[src/rtl/lsu_pkg.sv]
// lsu_pkg: shared funct3 codes, FSM state type and request legality helper for the LSU
package lsu_pkg;
    localparam logic [2:0] F3_LB  = 3'b000;
    localparam logic [2:0] F3_LH  = 3'b001;
    localparam logic [2:0] F3_LW  = 3'b010;
    localparam logic [2:0] F3_LBU = 3'b100;
    localparam logic [2:0] F3_LHU = 3'b101;
    localparam logic [2:0] F3_SB  = 3'b000;
    localparam logic [2:0] F3_SH  = 3'b001;
    localparam logic [2:0] F3_SW  = 3'b010;

    typedef enum logic [1:0] {
        ST_IDLE   = 2'd0,
        ST_ACCESS = 2'd1,
        ST_RESP   = 2'd2
    } state_t;

    function automatic logic f3_legal(input logic we, input logic [2:0] f3);
        return we ? (f3 == F3_SB || f3 == F3_SH || f3 == F3_SW)
                  : (f3 == F3_LB || f3 == F3_LH || f3 == F3_LW || f3 == F3_LBU || f3 == F3_LHU);
    endfunction
endpackage

[src/rtl/lsu_load_fmt.sv]
// lsu_load_fmt: selects the addressed byte/halfword lane of a memory word and extends it
//   mem_rdata : raw 32-bit memory word
//   funct3    : load size/sign code
//   addr      : byte offset within the word
//   rdata     : right-aligned, sign- or zero-extended load result
module lsu_load_fmt
    import lsu_pkg::*;
(
    input  logic [31:0] mem_rdata,
    input  logic [2:0]  funct3,
    input  logic [1:0]  addr,
    output logic [31:0] rdata
);
    logic [7:0]  b;
    logic [15:0] h;
    assign b = mem_rdata[{addr, 3'b000} +: 8];
    assign h = addr[1] ? mem_rdata[31:16] : mem_rdata[15:0];
    always_comb
        rdata = funct3 == F3_LB  ? {{24{b[7]}}, b} :
                funct3 == F3_LH  ? {{16{h[15]}}, h} :
                funct3 == F3_LBU ? {24'b0, b} :
                funct3 == F3_LHU ? {16'b0, h} : mem_rdata;
endmodule

[src/rtl/lsu_ctrl.sv]
// lsu_ctrl: RV32I load/store unit controller, one request in flight, IDLE->ACCESS->RESP
//   clk, rst_n                      : clock, async active-low reset
//   req_valid/ready/we/funct3/addr/wdata : core request channel
//   rsp_valid/ready/rdata/err       : core response channel, held until consumed
//   mem_addr/wdata/wr/be/rdata      : word-indexed data memory port (combinational read)
module lsu_ctrl
    import lsu_pkg::*;
#(
    parameter int MEM_AW = 8
) (
    input  logic        clk,
    input  logic        rst_n,
    input  logic        req_valid,
    output logic        req_ready,
    input  logic        req_we,
    input  logic [2:0]  req_funct3,
    input  logic [31:0] req_addr,
    input  logic [31:0] req_wdata,
    output logic        rsp_valid,
    input  logic        rsp_ready,
    output logic [31:0] rsp_rdata,
    output logic        rsp_err,
    output logic [11:0] mem_addr,
    output logic [31:0] mem_wdata,
    output logic        mem_wr,
    output logic [3:0]  mem_be,
    input  logic [31:0] mem_rdata
);
    state_t              state;
    logic                we_q;
    logic [2:0]          f3_q;
    logic [MEM_AW+1:0]   addr_q;
    logic [31:0]         wdata_q;
    logic [31:0]         fmt;
    logic                req_ok;
    logic [3:0]          be;

    // Size is encoded in funct3[1:0] for both loads and stores once funct3 is known legal.
    always_comb
        req_ok = f3_legal(req_we, req_funct3)
              && !(req_funct3[1:0] == 2'b01 && req_addr[0])
              && !(req_funct3[1:0] == 2'b10 && req_addr[1:0] != 2'b00)
              && (req_addr >> (MEM_AW + 2)) == '0;

    always_comb
        be = f3_q[1:0] == 2'b00 ? 4'b0001 << addr_q[1:0] :
             f3_q[1:0] == 2'b01 ? (addr_q[1] ? 4'b1100 : 4'b0011) : 4'b1111;

    assign req_ready = state == ST_IDLE;
    assign rsp_valid = state == ST_RESP;
    assign mem_wr    = state == ST_ACCESS && we_q;
    assign mem_be    = mem_wr ? be : 4'b0000;
    assign mem_addr  = 12'(addr_q[MEM_AW+1:2]);

    always_comb
        mem_wdata = f3_q[1:0] == 2'b00 ? {4{wdata_q[7:0]}} :
                    f3_q[1:0] == 2'b01 ? {2{wdata_q[15:0]}} : wdata_q;

    lsu_load_fmt u_fmt (
        .mem_rdata (mem_rdata),
        .funct3    (f3_q),
        .addr      (addr_q[1:0]),
        .rdata     (fmt)
    );

    always_ff @(posedge clk or negedge rst_n) begin
        if (!rst_n) begin
            state     <= ST_IDLE;
            we_q      <= 1'b0;
            f3_q      <= '0;
            addr_q    <= '0;
            wdata_q   <= '0;
            rsp_rdata <= '0;
            rsp_err   <= 1'b0;
        end else if (state == ST_IDLE && req_valid) begin
            we_q      <= req_we;
            f3_q      <= req_funct3;
            addr_q    <= req_addr[MEM_AW+1:0];
            wdata_q   <= req_wdata;
            rsp_rdata <= '0;
            rsp_err   <= !req_ok;
            state     <= req_ok ? ST_ACCESS : ST_RESP;
        end else if (state == ST_ACCESS) begin
            rsp_rdata <= we_q ? '0 : fmt;
            state     <= ST_RESP;
        end else if (state == ST_RESP && rsp_ready) begin
            state     <= ST_IDLE;
        end
    end
endmodule

[config.mk]
export PLATFORM = sky130hd
export DESIGN_NAME = lsu_ctrl
export DESIGN_NICKNAME = d
export VERILOG_FILES = /design/src/rtl/lsu_pkg.sv /design/src/rtl/lsu_load_fmt.sv /design/src/rtl/lsu_ctrl.sv
export SDC_FILE = /design/constraint.sdc
export NUM_CORES = 1
export LEC_CHECK = 0
export CAP_MARGIN = 10
export CORE_ASPECT_RATIO = 0.6
export CORE_MARGIN = 2
export CORE_UTILIZATION = 39
export DETAILED_ROUTE_END_ITERATION = 6
export PLACE_DENSITY = 0.88
export SLEW_MARGIN = 20
export SYNTH_ARGS = -nofsm -noshare
export SYNTH_HDL_FRONTEND = slang
export SYNTH_HIERARCHICAL = 1
export SYNTH_SLANG_ARGS = --single-unit
export TNS_END_PERCENT = 10
[constraint.sdc]
create_clock -name clk -period 1.8 [get_ports clk]
set_input_delay 0.18 -clock clk [delete_from_list [all_inputs] [get_ports clk]]
set_output_delay 0.18 -clock clk [all_outputs]
set_load 0.01 [all_outputs]
==> metrics.md <==
| Metric | Value |
|---|---|
| Status | `complete, but fails checks` |
| Failing checks | `negative setup slack` |
| Initial DRC Count | `167` |
| Layout cells sized above 1 | `0.219` |
| Leading area contributor after synthesis | `dfrtp_1` |
| First-pass GRT wire length | `20.6 mm` |
| Row cnt | `30` |
| TritonCTS buffer count | `9` |
| Root buf cell | `clkbuf_16` |
| Post-synthesis simple-gate area fraction | `0.0887` |
| Clk slew on worst S/H paths | `~60 ps` |
| ANT cells | `0` |
| WP data required | `approximately 1600 ps` |
| Yosys reg bits | `81` |
| Drt total wl | `13.5 mm` |
| RSZ-0062 raised after global routing | `true` |
| Ys flop type | `dfrtp_1` |
| Fmax | `539 MHz` |
| Clk Latency, worst-skew pair | `330 ps` |
| Yosys top cell area share | `0.456` |
| DR pass1 iterations | `4` |
| Max-cap violations | `0` |
| Slowest stage delay, CP | `430 ps` |
| Largest family of logic cells by synthesized area | `multiplexers` |
| Clock Tree Buf Depth | `2` |
| Post-Synthesis Cells | `380` |
| Ranking of synthesized cells by area | `dfrtp_1 (46%), mux2_4 (14%), a22o_1 (6.3%)` |
| Worst hold path class | `input pin to async pin` |
| Power consumption | `roughly 7.0 mW` |
| Post-synth EDFFs | `0` |
| Core footprint | `11200 sq um` |
| Via/cell ratio | `between 5 and 6` |
| Slew headroom | `0.651` |
| Critical-path cell list | `buf_6 > nor2_4 > buf_12 > buf_6 > mux2_2 > buf_6` |
| Setup_tns | `-72.7 ps` |
| Worst VDD drop | `0.000490 V` |
| WL/cell | `~19 microns` |
| Peak fanout along the critical path | `7` |
| Syn-to-layout area delta | `51.5%` |
| DRC | `0` |
| Final net count | `between 600 and 700` |
| # IOs | `188` |
| CP endpoint kind | `primary output` |
| Initial antenna violation count | `0` |
| Crit path buf inv count | `4` |
| Starting Density | `0.397` |
| Via count | `3756` |
| Mapped cell area | `between 4000 and 5000 sq um` |
| Average size of a mapped cell | `11.7 sq um` |
| Clk sinks | `between 80 and 90` |
| Largest net degree at the start of global routing | `just over 80` |
| Min Tclk post-route | `1850 ps` |
| Xor/xnor share of the synthesized area | `0` |
| Port Buf Inserts | `183` |
| Synth Area in Compound Gates | `0.162` |
| FFs w/ async S/R, synth | `1.00` |
| Hold Vio Cnt, Final | `0` |
| Die Y | `roughly 87 microns` |
| Die area | `12300 sq um` |
| Die X | `142 microns` |
| Clk_skew | `around 8.5 ps` |
| H-tree depth | `3` |
| Tcrit/Tclk final | `1.03` |
| Sequential-to-total area share from yosys stat | `0.456` |
| Vias in the first global route | `3897` |
| Synth Area in Adders | `0` |
| Slowest CP cell | `dfrtp_2` |
| Gr ovfl total | `0` |
| Final WS setup | `-54.4 ps` |
| Final core utilization | `0.602` |
| Worst slew pin tran | `~520 ps` |
| Warnings from Yosys | `6` |
| Critical path's top delay family | `buffers and inverters` |
| CTS tree | `built` |
| DP HPWL | `roughly 10 mm` |
| Overall routing resource usage | `0.219` |
| LEAKAGE | `3.11 nW` |
| Final estimated routing congestion in global placement | `between 0.9 and 1` |
| CP Launch Type | `flip-flop` |
| Hold Slack | `416 ps` |
| Power per cell area | `around 1000 nW/um^2` |
| Post-synth cell types | `38` |
| Final Max Slew Viols | `0` |
| Critical path arrival | `1670 ps` |
| Post-DRT Antenna Nets | `0` |
| Mux cell area share after synthesis | `0.218` |
| Setup Crit Path Kind | `flip-flop to primary output` |
| Final setup vio count | `2` |
| Worst path most repeated cell | `buf_6` |
[report_power, final]
part,internal [mW],switching (mW),total (mW)
clock network,1.07,0.712,1.79
registers,2.09,0.254,2.35
logic,1.64,1.23,2.88
[cells in the final DEF, fill, tap and decap left out, types with 3 or more instances in the layout]
cell / count
clkdlybuf4s50_1: 152
o21ai_0: 12
a22o_1: 32
nand2b_1: 3
inv_1: 3
mux2_4: 42
a2bb2oi_1: 7
buf_2: 3
clkbuf_16: 9
buf_12: 4
clkbuf_2: 7
buf_4: 25
a21oi_1: 13
mux2_1: 5
a21o_1: 8
nor2_1: 10
nand2_1: 43
dlygate4sd2_1: 10
a221o_1: 7
conb_1: 4
buf_6: 5
dfrtp_1: 80
o22a_1: 7
mux2_2: 16
nor2b_1: 9
nor4_1: 5
mux2i_1: 9
dlymetal6s2s_1: 7
[path summary, 6_finish.rpt]
| kind | startpoint | end | slack (ps) | cells past startpoint |
|---|---|---|---|---|
| min reg2reg | addr_q[6] | addr_q[6] | 490 | 1 |
| max | f3_q[1] | mem_wdata[14] | -50 | 6 |
| min | rst_n | wdata_q[16] | 420 | 3 |
| max in group asynchronous | rst_n | f3_q[1] | 1020 | 3 |
| min in group clk | req_wdata[1] | wdata_q[1] | 460 | 2 |
| max reg2reg | f3_q[1] | rsp_rdata[10] | 10 | 7 |
[metal layers]
metal,track usage,routed length (microns),up-vias
li1,-,-,1723
met1,0.288,5930,1843
met2,0.346,6160,173
met3,0.0702,1150,17
met4,0.0736,233,0
met5,0,0,-
[worst reg2reg max path, stage by stage, from the launching register on]
cell and delay (ps):
dfrtp_2 400, buf_6 130, buf_16 210, nor2_1 80, buf_4 170, a21o_1 180
a221o_1 300, a22o_1 210
[cell families after synthesis]
kind of cell	Yosys count
other	1
AND/OR/NAND/NOR	81
flip-flops	81
AO/OA/AOI/OAI	94
multiplexers	73
buffers and inverters	50
[state kept, by name (all words and copies together) (netlist names)]
register / flops
rsp_rdata: 32
wdata_q: 32
addr_q: 10
f3_q: 3
state: 2
rsp_err: 1
we_q: 1
[area by class of cell]
cell class / count / area (sq um)
fill: 903 / 4450
multi-input combinational: 252 / 2120
timing repair buffer: 215 / 2110
sequential: 81 / 2030
clock buffer: 11 / 233
tap: 144 / 180
clock inverter: 5 / 56.3
inverter: 3 / 11.3
[Yosys cell counts, types with 2 or more instances]
master / instances
nor4_1: 5
mux2_1: 5
a21o_1: 8
nand2b_1: 3
nand2_1: 43
buf_2: 5
o22a_1: 7
clkbuf_1: 13
o21bai_1: 2
a221o_1: 7
nor2_1: 10
a21oi_1: 13
inv_1: 3
dfrtp_1: 81
a31oi_1: 2
buf_4: 21
o21ai_0: 12
a22o_1: 32
nand4_1: 2
mux2_4: 41
mux2i_1: 9
nand3_1: 2
a2bb2oi_1: 7
o31ai_1: 2
nor2b_1: 9
buf_6: 8
mux2_2: 17
[metrics by stage]
stage / std cells / area (sq um) / worst slack (ps)
6_report: 711 / 6730 / -54.4
3_5_place_dp: 692 / 6420 / -85.0
5_1_grt: 711 / 6730 / -104
2_1_floorplan: 383 / 4460 / 80.9
3_3_place_gp: 692 / 6420 / 14.8
4_1_cts: 710 / 6730 / -207
[repair_timing]
| item | in CTS | in global routing |
|---|---|---|
| hold buffers | 1 | 0 |
| setup endpoints to repair | 29 | 27 |
| pin swaps | 2 | 1 |
| gates resized for setup | 49 | 24 |
| buffers inserted | 1 | 1 |
| gates cloned | 0 | 0 |
| hold endpoints to repair | 81 | 0 |
Power figures use the tool's default switching activity.
